File: config.mk
export PLATFORM = sky130hd
export DESIGN_NAME = bp_fe_cache_req_arbiter
export DESIGN_NICKNAME = d
export VERILOG_FILES = /design/src/rtl/bp_fe_pkg.sv /design/src/rtl/bp_fe_cache_req_arbiter.sv
export SDC_FILE = /design/constraint.sdc
export NUM_CORES = 1
export LEC_CHECK = 0
export ABC_AREA = 1
export BUFFER_PORTS_ARGS = -buffer_cell sky130_fd_sc_hd__buf_2
export CAP_MARGIN = 10
export CORE_AREA = 2 2 89 91
export DETAILED_ROUTE_END_ITERATION = 16
export DIE_AREA = 0 0 91 93
export HOLD_SLACK_MARGIN = 0.03
export SLEW_MARGIN = 10
export SYNTH_ARGS = -nofsm -noshare
export SYNTH_HDL_FRONTEND = slang
export SYNTH_SLANG_ARGS = --single-unit
File: constraint.sdc
create_clock -name clk_i -period 2.5 [get_ports clk_i]
set_clock_uncertainty 0.2 [all_clocks]
set_input_delay 0.125 -clock clk_i [delete_from_list [all_inputs] [get_ports clk_i]]
set_output_delay 0.125 -clock clk_i [all_outputs]
set_load 0.03 [all_outputs]
File: src/rtl/bp_fe_pkg.sv
// Shared types for the FE cache-request arbiter: FSM state encoding and requester count.
package bp_fe_pkg;

    typedef enum logic [1:0] {
        e_ready = 2'd0,
        e_meta  = 2'd1,
        e_busy  = 2'd2
    } bp_fe_arb_state_e;

    localparam int bp_fe_arb_num_req_gp = 2;

endpackage

File: src/rtl/bp_fe_cache_req_arbiter.sv
// Round-robin share of the FE LCE cache-request channel between I-cache miss path (0) and prefetcher (1).
// Latency: request passes through combinationally; the next grant comes 1 cycle after completion.
// Backpressure: only the granted requester sees ready, gated by cache_req_ready_i. Optional watchdog: BP_FE_ARB_TIMEOUT_EN.
module bp_fe_cache_req_arbiter
    import bp_fe_pkg::*;
#(
    parameter int req_width_p      = 64,
    parameter int metadata_width_p = 8,
    parameter int timeout_cycles_p = 1024
) (
    input  logic                                          clk_i,
    input  logic                                          reset_i,
    input  logic [bp_fe_arb_num_req_gp*req_width_p-1:0]   req_i,
    input  logic [bp_fe_arb_num_req_gp-1:0]               req_v_i,
    output logic [bp_fe_arb_num_req_gp-1:0]               req_ready_o,
    input  logic [bp_fe_arb_num_req_gp*metadata_width_p-1:0] req_metadata_i,
    input  logic [bp_fe_arb_num_req_gp-1:0]               req_metadata_v_i,
    output logic [bp_fe_arb_num_req_gp-1:0]               req_complete_o,
    output logic [req_width_p-1:0]                        cache_req_o,
    output logic                                          cache_req_v_o,
    input  logic                                          cache_req_ready_i,
    output logic [metadata_width_p-1:0]                   cache_req_metadata_o,
    output logic                                          cache_req_metadata_v_o,
    input  logic                                          cache_req_complete_i,
    output logic                                          timeout_o
);

    bp_fe_arb_state_e state_q, state_d;
    logic rr_ptr_q, rr_ptr_d;
    logic grant_r_q, grant_r_d;
    logic grant;
    logic in_ready;
    logic handshake;

    // Round-robin pointer only breaks ties; a lone requester always wins.
    assign grant    = (req_v_i[0] & req_v_i[1]) ? rr_ptr_q : req_v_i[1];
    assign in_ready = (state_q == e_ready);

    assign cache_req_v_o = in_ready & (|req_v_i);
    assign cache_req_o   = grant ? req_i[req_width_p +: req_width_p]
                                 : req_i[0 +: req_width_p];

    assign req_ready_o = {in_ready & cache_req_ready_i &  grant,
                          in_ready & cache_req_ready_i & ~grant};
    assign handshake   = |(req_v_i & req_ready_o);

    assign cache_req_metadata_o   = grant_r_q ? req_metadata_i[metadata_width_p +: metadata_width_p]
                                              : req_metadata_i[0 +: metadata_width_p];
    assign cache_req_metadata_v_o = (state_q == e_meta) & req_metadata_v_i[grant_r_q];

    assign req_complete_o = (~in_ready & cache_req_complete_i) ? {grant_r_q, ~grant_r_q} : '0;

    always_comb begin
        state_d   = state_q;
        rr_ptr_d  = rr_ptr_q;
        grant_r_d = grant_r_q;
        unique case (state_q)
            e_ready: begin
                if (handshake) begin
                    state_d   = e_meta;
                    grant_r_d = grant;
                    rr_ptr_d  = ~grant;
                end
            end
            e_meta: begin
                // An early completion abandons any metadata not yet seen.
                if (cache_req_complete_i) begin
                    state_d = e_ready;
                end else if (req_metadata_v_i[grant_r_q]) begin
                    state_d = e_busy;
                end
            end
            e_busy: begin
                if (cache_req_complete_i) begin
                    state_d = e_ready;
                end
            end
            default: state_d = e_ready;
        endcase
    end

    always_ff @(posedge clk_i) begin
        if (reset_i) begin
            state_q   <= e_ready;
            rr_ptr_q  <= 1'b0;
            grant_r_q <= 1'b0;
        end else begin
            state_q   <= state_d;
            rr_ptr_q  <= rr_ptr_d;
            grant_r_q <= grant_r_d;
        end
    end

`ifdef BP_FE_ARB_TIMEOUT_EN
    logic [31:0] wd_cnt_q, wd_cnt_d;
    logic        timeout_q, timeout_d;

    always_comb begin
        wd_cnt_d  = wd_cnt_q;
        timeout_d = timeout_q;
        if (state_q == e_busy) begin
            if (wd_cnt_q != '1) begin
                wd_cnt_d = wd_cnt_q + 32'd1;
            end
            if (wd_cnt_d == 32'(timeout_cycles_p)) begin
                timeout_d = 1'b1;
            end
        end else if (state_d == e_busy) begin
            wd_cnt_d = '0;
        end
    end

    always_ff @(posedge clk_i) begin
        if (reset_i) begin
            wd_cnt_q  <= '0;
            timeout_q <= 1'b0;
        end else begin
            wd_cnt_q  <= wd_cnt_d;
            timeout_q <= timeout_d;
        end
    end

    assign timeout_o = timeout_q;
`else
    logic unused_timeout_cfg;
    assign unused_timeout_cfg = (timeout_cycles_p == 0);
    assign timeout_o          = 1'b0;
`endif

endmodule

## Word level (Yosys, flattened, before mapping)

Cells that the tools add are included.

| storage, ports and cells | value |
|---|---|
| register bits after elaboration | 4 |
| output and inout port bits | 79 |
| logic and storage cells | 36 |
| bits of input ports | 152 |

| cells by class | value |
|---|---|
| multiplexer cells | 11 |
| eq/ne operators | 5 |
| reductions and logical operators | 5 |
| bitwise logic cells | 11 |
| $lt $le $gt $ge | 1 |

Operators by type and width:

| operator | count |
|---|---|
| 64-bit two-way mux | 1 |
| 2-bit two-way mux | 5 |
| 8-bit two-way mux | 1 |
| 1-bit AND | 7 |
| 2-bit case mux with 3 select lines | 1 |
| 2-bit OR reduction | 2 |
| 1-bit two-way mux | 3 |
| 3-bit by 2-bit inequality test with 1-bit output, second input constant | 1 |
| 1-bit NOT | 3 |
| 3-bit AND reduction | 1 |
| 2-bit AND | 1 |
| 2-bit by 1-bit == test with 1-bit output, second input constant | 1 |
| 2-bit == test, second input constant | 1 |
| 2-bit logical NOT | 1 |
| 1-bit by 2-bit < comparator with 1-bit output, second input constant | 1 |
| 2-bit by 1-bit inequality test with 1-bit output, second input constant | 1 |
| 2-bit inequality test, second input constant | 1 |
| 2-bit AND reduction | 1 |

## Longest topological paths before layout

Gate-level depths: netlist of run 1.

| logic depth | value |
|---|---|
| depth after elaboration | 8 |
| gate-level depth with buffers | 7 |
| depth with buffers taken out | 6 |

## Least setup slack after synthesis of run 1

OpenSTA, ideal clock, no wires.

| timing path | value |
|---|---|
| path type | register -> output |
| start | register rr_ptr_q |
| end | output req_ready_o[0] |
| data required time | 2175 ps |
| path slack | 922 ps |
| arrival time | 1253 ps |
| stages on the path, launching flop included | 5 |
| cells stage by stage | dfxtp_1 -> nand3_1 -> nand2_2 -> buf_2 -> nor3_1 |

| between the ends | value |
|---|---|
| longest elaborated chain between the ends | 3 |

RTL lines:

| what | RTL line | RTL |
|---|---|---|
| start: declaration | bp_fe_cache_req_arbiter.sv:29 | `logic rr_ptr_q, rr_ptr_d;` |
| start signal: assignment | bp_fe_cache_req_arbiter.sv:89 | `rr_ptr_q <= rr_ptr_d;` |
| 1-bit two-way mux | bp_fe_cache_req_arbiter.sv:36 | `assign grant = (req_v_i[0] & req_v_i[1]) ? rr_ptr_q : req_v_i[1];` |
| 1-bit NOT | bp_fe_cache_req_arbiter.sv:44 | `in_ready & cache_req_ready_i & ~grant};` |
| 1-bit AND | bp_fe_cache_req_arbiter.sv:44 |  |
| end: declaration | bp_fe_cache_req_arbiter.sv:15 | `output logic [bp_fe_arb_num_req_gp-1:0] req_ready_o,` |

No other way between the ends.

## Worst setup path after layout of run 1

| timing path | value |
|---|---|
| start | register grant_r_q |
| end | register state_q[0] |

| between the ends | value |
|---|---|
| longest elaborated chain between the ends | 4 |

RTL lines:

| what | RTL line | RTL |
|---|---|---|
| start: declaration | bp_fe_cache_req_arbiter.sv:30 | `logic grant_r_q, grant_r_d;` |
| start signal: assignment | bp_fe_cache_req_arbiter.sv:90 | `grant_r_q <= grant_r_d;` |
| 1-bit two-way mux (not written as such) (2 in series) | bp_fe_cache_req_arbiter.sv:69 | `end else if (req_metadata_v_i[grant_r_q]) begin` |
| 3-bit by 2-bit inequality test with 1-bit output (no line) | - |  |
| 3-bit AND reduction (no line) | - |  |
| end signal: assignment | bp_fe_cache_req_arbiter.sv:84 | `state_q <= e_ready;` |
| end signal: assignment | bp_fe_cache_req_arbiter.sv:88 | `state_q <= state_d;` |
| end: declaration | bp_fe_cache_req_arbiter.sv:28 | `bp_fe_arb_state_e state_q, state_d;` |

No other way between the ends. The select of a mux whose other input is x is not followed.
A chain may end at the register's enable or synchronous reset.

==> metrics.txt, run 1 <==
Setup TNS Final=0 ns; Cell Area, Synth=1164 um^2; CTS buffer count=3; cell taking the most area after synthesis=nand2_1; Slew Limit Fails=0; Post-CTS Resized=0; Crit path required time=2.46 ns; max-cap violation count=0; largest net degree at the start of global routing=67; status=finished clean; CTS root buf=clkbuf_8; IO Count=231; routed vias/inst=3.963; share of the synthesized area in the top cell type=73.23%; Die Wd=91 um; vias in the first global route=2194; synthesis-to-layout area growth=109.9%; commonest cells in the netlist=nand2_1 (227), inv_1 (10), buf_4 (9); die height=93 um; Layout fillers=852; Register Area=80.08 um^2; die area=8463 um^2; global-route wire length before repair=9032 um; Reg clk slew, reported paths=0.03 ns; Lkg Pwr=0.001740 uW; Core Region=7527 um^2; port bufs=229; #FFs+latches synth=4; CP arrival=1.88 ns; Main synth FF type=dfxtp_1; EDFF count, synth=0; H-tree levels=1; ys async rst share=0%; post-route setup slack=0.5849 ns; most frequent cell after synthesis=nand2_1; RSZ-0062 raised after global routing=false; worst setup path category=reg2reg; row count=32; antenna violations before repair=0; FF-to-FF End=state_q[0]; Multi-input gate area=942.2 um^2; Worst setup SP type=register; final setup violation count=0; CTS tree=done; library cells used by synthesis=13; Reg2Reg Depth=7; hold path cells=4; Post-Syn Nets=429; Pre-antenna DRT Iters=4; Mean Syn Cell Area=4.201 um^2; Ys Warns=0; hpwl dp=4822 um; R2R setup slack=0.58 ns; Initial Utilization=15.46%; register area share after synthesis=6.882%; CP Capture Type=register; Synth Instances=277; final wirelength=5738 um; nets@finish=652; Hold WS=0.05126 ns; Clock Sink Count=4; period utilisation layout=76.60%; hold path start=cache_req_complete_i; Antenna Nets Post-Route=0; Wirelength per Cell=9.563 um; Max clock buf depth=2; Total Routing Usage GR=12.36%; Reg-to-Reg Start=grant_r_q; Post-route DRC=0; Pwr per Cell Area=358.6 nW/um^2; fin crit period=1.915 ns; DRT iter0 DRCs=42; Hold Violations, Final=0; ant diodes=0; Clock Latency Late Sink=0.22 ns; Fmax achieved=522.2 MHz; Max IR drop VDD=0.2809 mV; Area contributors post-synth=nand2_1 (73%), dfxtp_1 (6.9%), buf_4 (5.8%); Hold/Removal Path Class=in2reg; worst-path maximum fanout=12; GR Overflow Total=0; Vias=2378; dpl ws=1.005 ns; Setup Fix Bufs, Post-CTS=0; Min-Delay Endpoint=state_q[1]; Placer Congestion=0.7291; CTS hold repair buffers=2; fraction of layout cells with a size suffix above 1=47.59%
-- cell families after synthesis --
| family | synth area share [%] |
|---|---|
| compound gates | 1.720 |
| buf+inv | 12.15 |
| flops | 6.882 |
| other cells | 0.3223 |
| simple gates | 78.92 |
-- final cells by class --
class / instances / share of cell area, %
tap: 102 / 5.225
timing repair buffer: 233 / 49.39
multi-input combinational: 246 / 38.58
clock buffer: 3 / 1.691
inverter: 12 / 1.844
sequential: 4 / 3.279
-- worst max-delay path by stage --
stage / endpoint / from / depth (start not counted)
after floorplan: req_ready_o[0] / rr_ptr_q / 4
after global placement: cache_req_o[30] / rr_ptr_q / 6
after detailed placement: cache_req_o[30] / rr_ptr_q / 6
after CTS: state_q[0] / grant_r_q / 7
after global routing: state_q[0] / grant_r_q / 7
final: state_q[0] / grant_r_q / 7
-- through the flow --
stage	std cells	instance area (um^2)	power, uW	utilization (%)
floorplan	277	1164	489.1	-
global placement	595	2381	739.5	31.63
detailed placement	595	2381	742.0	31.63
CTS	600	2442	886.7	32.45
global route	600	2442	944.3	32.45
finish	600	2442	875.7	32.45
-- placed cells by master, fill, tap and decap left out --
cell type and instances:
inv_1 10, nand2_1 227, buf_2 229, nor2_1 4, conb_1 1, a21oi_1 4
nand3_1 4, buf_12 2, nand2_2 1, nor3_1 5, dfxtp_1 4, clkbuf_8 3
inv_2 2, dlygate4sd3_1 2
-- sequential cells by signal, indices dropped and copies added, names as in the netlist --
name and flops:
state_q 2, rr_ptr_q 1, grant_r_q 1
-- routing by layer --
layer	vias to the layer above	share of wire [%]	global-route usage [%]
met5	-	0	0
met4	0	1.3	2.904
met3	12	10	3.384
met2	124	51	24.20
met1	983	37	13.04
li1	1259	-	-
-- worst max-delay path, stage by stage, from the launching register on --
cell and delay [ns]:
dfxtp_1 0.56, inv_2 0.16, nand2_1 0.09, nand2_1 0.06, inv_1 0.06, nand2_1 0.06, a21oi_1 0.11, dlygate4sd3_1 0.55
-- power by group --
| part | total, uW | switching, uW | internal, uW |
|---|---|---|---|
| sequential | 72.7 | 4.56 | 68.2 |
| clock | 137 | 34.4 | 103 |
| combinational | 666 | 439 | 227 |
No activity file was read; power rests on OpenSTA's default activity.
==> run 2, diff against run 1 <==
Settings changed: CORE_AREA 2 2 89 91 to 2 2 88 90, DIE_AREA 0 0 91 93 to 0 0 90 92.
Clock period 2.5 ns to 1.7 ns, I/O delays scaled along.
==> run 2 against run 1 <==
Compared with the run above:
- sequential power is 47% higher
- worst setup slack got worse by 0.53 ns
- clock power up 47%
- via count grew 4.8%
- total power increased by 58%
- utilization is 3.4 points higher
- non-clock buffer count rose by 8
- critical path depth stayed put
- worst hold slack worse by 0.027 ns
- global-route usage increased by 0.68 points
- clock-buffer cell count is the same
- critical path type is now reg2out
- highest routed layer unchanged
==> metrics.txt, run 2 (synthesized netlist as in run 1, its figures left out) <==
Wirelength per Cell=11.03 um (+15%); IO Count=231 (unchanged); GR Overflow Total=0 (unchanged); Layout fillers=824 (-3.3%); routed vias/inst=4.097 (+3.4%); Die Wd=90 um (-1.1%); Setup Fix Bufs, Post-CTS=0 (unchanged); Crit path required time=1.41 ns (-1.05 ns); placed insts=598 (+0.50%); Placer Congestion=0.7350 (+0.81%); combinational power share=77.7% (+1.7 points); Slew Limit Fails=0 (unchanged); status=finished clean; port bufs=229 (unchanged); most common cell after layout, fill and taps aside=nand2_1; antenna violations before repair=0 (unchanged); most frequent cells in the layout=nand2_1 (227), buf_2 (226), inv_1 (10); Total Routing Usage GR=13.04% (+0.68 points); row count=32 (unchanged); Lkg Pwr=0.001838 uW (+5.7%); H-tree levels=1 (unchanged); Net Sw Frac=53.39% (-1.2 points); CP arrival=1.36 ns (-0.52 ns); final wirelength=6709 um (+17%); total power=1386 uW (+58%); Clock Sink Count=4 (unchanged); Setup TNS Final=0 ns (unchanged); Max clock buf depth=2 (unchanged); Biggest register=state_q; CTS tree=done; worst setup path category=reg2out; Layout Cells excl Fill=608 (+1.3%); CTS root buf=clkbuf_8; fin crit period=1.643 ns; R2R setup slack=0.43 ns (-0.15 ns); die area=8280 um^2 (-2.2%); fraction of layout cells with a size suffix above 1=49.60% (+2.0 points); vias in the first global route=2158 (-1.6%); hpwl dp=4955 um (+2.7%); Pre-antenna DRT Iters=4 (unchanged); biggest regs=state_q: 2 flops, grant_r_q: 1 flops, rr_ptr_q: 1 flops; area of placed instances=2429 um^2 (+2.0%); Hold/Removal Path Class=in2reg; Worst setup SP type=register; Clock Latency Late Sink=0.22 ns (about the same); largest net degree at the start of global routing=36 (-46%); Initial Utilization=15.63% (+0.17 points); CP Capture Type=output pin; Max IR drop VDD=0.3758 mV (+34%); Final Core Density=35.85% (+3.4 points); global-route wire length before repair=9315 um (+3.1%); Fmax achieved=608.8 MHz; Clock power frac=14.6% (-1.1 points); die height=92 um (-1.1%); synthesis-to-layout area growth=129.5%; max-cap violation count=0 (unchanged); Core Region=7447 um^2 (-1.1%); nets@finish=660 (+1.2%); Reg clk slew, reported paths=0.03 ns (about the same); switching power total=740.3 uW (+55%); CTS buffer count=3 (unchanged); Seq pwr share=7.7% (-0.6 points); max reg flops=2 (unchanged); Int Pwr=646.2 uW (+63%); Antenna Nets Post-Route=0 (unchanged); Hold Violations, Final=0 (unchanged); Vias=2491 (+4.8%); final setup violation count=0 (unchanged); ant diodes=0 (unchanged); Design Area, Final=2670 um^2 (+9.3%); DRT iter0 DRCs=66 (+57%); period utilisation layout=96.63%; Post-route DRC=0 (unchanged); worst-path maximum fanout=16 (+4); Pwr per Cell Area=519.3 nW/um^2 (+45%)
[run 2: changes by cell type in the layout (fill, tap and decap cells not counted), moves of 2 or more]
cell / before / now
buf_12: 2 / 4
buf_2: 229 / 226
clkbuf_16: 0 / 5
clkbuf_4: 0 / 3
dfxtp_1: 4 / 2
dfxtp_2: 0 / 2
inv_2: 2 / 0
[run 2: repair_timing]
action	4_1_cts	5_1_grt
hold buffers	3	0
gates resized for setup	0	16
endpoints found under the hold margin	4	0
setup endpoints to repair	0	44
[run 2: critical path: stages, from the launching register on]
cell and delay [ns]:
dfxtp_2 0.31, nand3_2 0.11, nand2_8 0.10, inv_8 0.12
clkbuf_16 0.18, nand2_1 0.06, nand2_1 0.06, buf_2 0.19
[run 2: layer usage]
metal	routed length (um)	part of all wire (%)	GRT usage, %	vias to the layer above
li1	-	-	-	1283
met1	2674	40	14.93	1058
met2	3366	50	24.94	146
met3	628	9.4	2.794	4
met4	41	0.61	2.436	0
met5	0	0	0	-
[run 2: power by group through the flow]
stage / Combinational (uW) / Sequential, uW / Clock (uW)
6_report: 1080 / 107 / 202
5_1_grt: 1160 / 108 / 212
4_1_cts: 1010 / 104 / 205
3_5_place_dp: 1000 / 105 / 0
3_3_place_gp: 998 / 105 / 0
2_1_floorplan: 615 / 104 / 0
[run 2: path summary, 6_finish.rpt]
| check | depth (start not counted) | start | end |
|---|---|---|---|
| worst max-delay path | 7 | rr_ptr_q | cache_req_o[0] |
| worst min-delay path | 3 | cache_req_ready_i | state_q[0] |
| worst max register to register | 6 | rr_ptr_q | rr_ptr_q |
| worst min register to register | 4 | rr_ptr_q | rr_ptr_q |
[run 2: per-stage QoR]
stage,hold WS [ns],setup WS (ns)
after floorplan,-0.04593,0.1622
after global placement,0.09568,0.3001
after detailed placement,0.09176,0.2868
after CTS,0.04703,0.02658
after global routing,0.04788,-0.009725
final,0.02457,0.05735
[run 2: final cells by class]
type                            count  area, um^2  area share, %
Inverter                           12       55.05          2.062
Multi-Input combinational cell    246       977.2          36.60
Clock buffer                        3       41.29          1.546
Tap cell                          102       127.6          4.780
Timing Repair Buffer              241        1386          51.92
Sequential cell                     4       82.58          3.093
==> run 3, diff against run 2 <==
Settings changed: PLACE_DENSITY from default to 0.64.
==> run 3 against run 2 <==
Compared with the run above:
- combinational power barely moved
- utilization fell by 0.47 points
- sequential share of layout area barely moved
- fmax rose by 0.43%
- total power fell by 1.6%
- critical endpoint is now cache_req_o[38]
==> metrics.txt, run 3 (synthesized netlist as in run 1, its figures left out) <==
dpl ws=0.2036 ns (-0.08327 ns); Int Pwr=637.9 uW (-1.3%); total power=1364 uW (-1.6%); Seq pwr share=7.7% (about the same); vias in the first global route=2019 (-6.4%); Layout Cells excl Fill=608 (unchanged); Crit path required time=1.41 ns (about the same); CP arrival=1.35 ns (about the same); ant diodes=0 (unchanged); Top Usage Layer GRT=met2; CTS root buf=clkbuf_8; Vias=2362 (-5.2%); status=finished clean; Pre-antenna DRT Iters=4 (unchanged); hpwl dp=4786 um (-3.4%); nets@finish=660 (unchanged); CP Capture Type=output pin; Net Sw Frac=53.24% (-0.16 points); Total Routing Usage GR=12.86% (-0.18 points); Placer Congestion=0.7455 (+1.4%); max-cap violation count=0 (unchanged); GR Overflow Total=0 (unchanged); row count=32 (unchanged); Slew Limit Fails=0 (unchanged); fin crit period=1.636 ns (-0.006958 ns); Max clock buf depth=2 (unchanged); Hold/Removal Path Class=in2reg; die height=92 um (unchanged); Core Region=7447 um^2 (unchanged); Post-route DRC=0 (unchanged); Max IR drop VDD=0.2624 mV (-30%); global-route wire length before repair=9121 um (-2.1%); grt met2 use=23.87% (-1.1 points); Wirelength per Cell=10.36 um (-6.1%); largest net degree at the start of global routing=38 (+5.6%); Fmax achieved=611.4 MHz (+0.43%); Antenna Nets Post-Route=0 (unchanged); worst setup path category=reg2out; synthesis-to-layout area growth=126.5%; final setup violation count=0 (unchanged); Reg clk slew, reported paths=0.03 ns (about the same); Initial Utilization=15.63% (unchanged); most common cell after layout, fill and taps aside=nand2_1; Clock Latency Late Sink=0.22 ns (about the same); H-tree levels=1 (unchanged); Biggest register=state_q; GR Util met3=2.301% (-0.49 points); combinational power share=77.4% (-0.3 points); Worst setup SP type=register; max reg flops=2 (unchanged); port bufs=229 (unchanged); Pwr per Cell Area=517.7 nW/um^2 (-0.30%); DRT iter0 DRCs=46 (-30%); Clock power frac=14.8% (+0.2 points); switching power total=726.3 uW (-1.9%); most frequent cells in the layout=nand2_1 (227), buf_2 (226), inv_1 (10); routed vias/inst=3.885 (-5.2%); post-route setup slack=0.06431 ns (+0.006958 ns); Die Wd=90 um (unchanged); CTS tree=done; CTS buffer count=3 (unchanged); placed insts=598 (unchanged); met1 usage=15.64% (+0.72 points); worst-path maximum fanout=15 (-1); antenna violations before repair=0 (unchanged); die area=8280 um^2 (unchanged); fraction of layout cells with a size suffix above 1=48.62% (-0.99 points); final wirelength=6300 um (-6.1%); IO Count=231 (unchanged); Lkg Pwr=0.001823 uW (-0.80%); Clock Sink Count=4 (unchanged); Hold Violations, Final=0 (unchanged); biggest regs=state_q: 2 flops, grant_r_q: 1 flops, rr_ptr_q: 1 flops; R2R setup slack=0.53 ns (+0.10 ns); period utilisation layout=96.22% (-0.41 points)
run 3: changes by cell type in the layout (fill, tap and decap cells not counted):
cell           previous run  this run
inv_4                     1         0
nor2_1                    3         4
nor3_1                    4         5
dlygate4sd3_1             2         3
dfxtp_2                   2         1
buf_4                     1         3
dfxtp_1                   2         3
a21oi_2                   1         0
clkbuf_4                  3         1
nor2_4                    1         0
a21oi_1                   3         4
clkbuf_16                 5         4
nor3_2                    1         0
inv_2                     0         1
run 3: path summary, 6_finish.rpt:
kind                endpoint  cells after the start                start
max reg2reg       state_q[0]                      6            grant_r_q
max          cache_req_o[38]                      7             rr_ptr_q
min               state_q[1]                      5  req_metadata_v_i[0]
min reg2reg         rr_ptr_q                      4             rr_ptr_q
run 3: metal layers:
layer / vias up / wire [um]
li1: 1275 / -
met4: 0 / 24
met5: - / 0
met1: 963 / 2675
met2: 121 / 3148
met3: 3 / 452
run 3: critical path: stages, from the launching register on:
cell     delay [ns]
dfxtp_2        0.32
nand3_2        0.11
nand2_8        0.17
inv_8          0.06
buf_12         0.14
nand2_1        0.09
nand2_1        0.05
buf_2          0.17
run 3: through the flow:
step | hold WS [ns] | setup TNS, ns | area [um^2] | utilization, %
after global routing | 0.08543 | -0.0005925 | 2635 | 35.38
after CTS | 0.05071 | 0 | 2491 | 33.45
after detailed placement | 0.09778 | 0 | 2416 | 32.44
final | 0.05098 | 0 | 2635 | 35.38
after floorplan | -0.04593 | 0 | 1164 | -
after global placement | 0.09083 | 0 | 2416 | 32.44
run 3: layout make-up:
class | instances | area [um^2]
well taps | 102 | 127.6
multi-input cells | 246 | 960.9
fillers | 852 | 4812
clock buffers | 3 | 41.29
inverters | 12 | 52.55
flip-flops and latches | 4 | 81.33
repair buffers | 241 | 1371
run 3: power groups by stage:
stage | Combinational (uW) | Clock [uW] | Sequential (uW)
global placement | 988 | 0 | 106
finish | 1060 | 202 | 105
floorplan | 615 | 0 | 104
CTS | 1010 | 206 | 105
global route | 1150 | 210 | 106
detailed placement | 994 | 0 | 106
run 3: repair_timing:
action / CTS / global route
resized for setup: 1 / 14
hold buffers: 3 / 0
cloned: 0 / 4
hold endpoints to repair: 4 / 0
endpoints found under the setup margin: 27 / 64
pin swaps: 0 / 1
setup buffers: 0 / 0
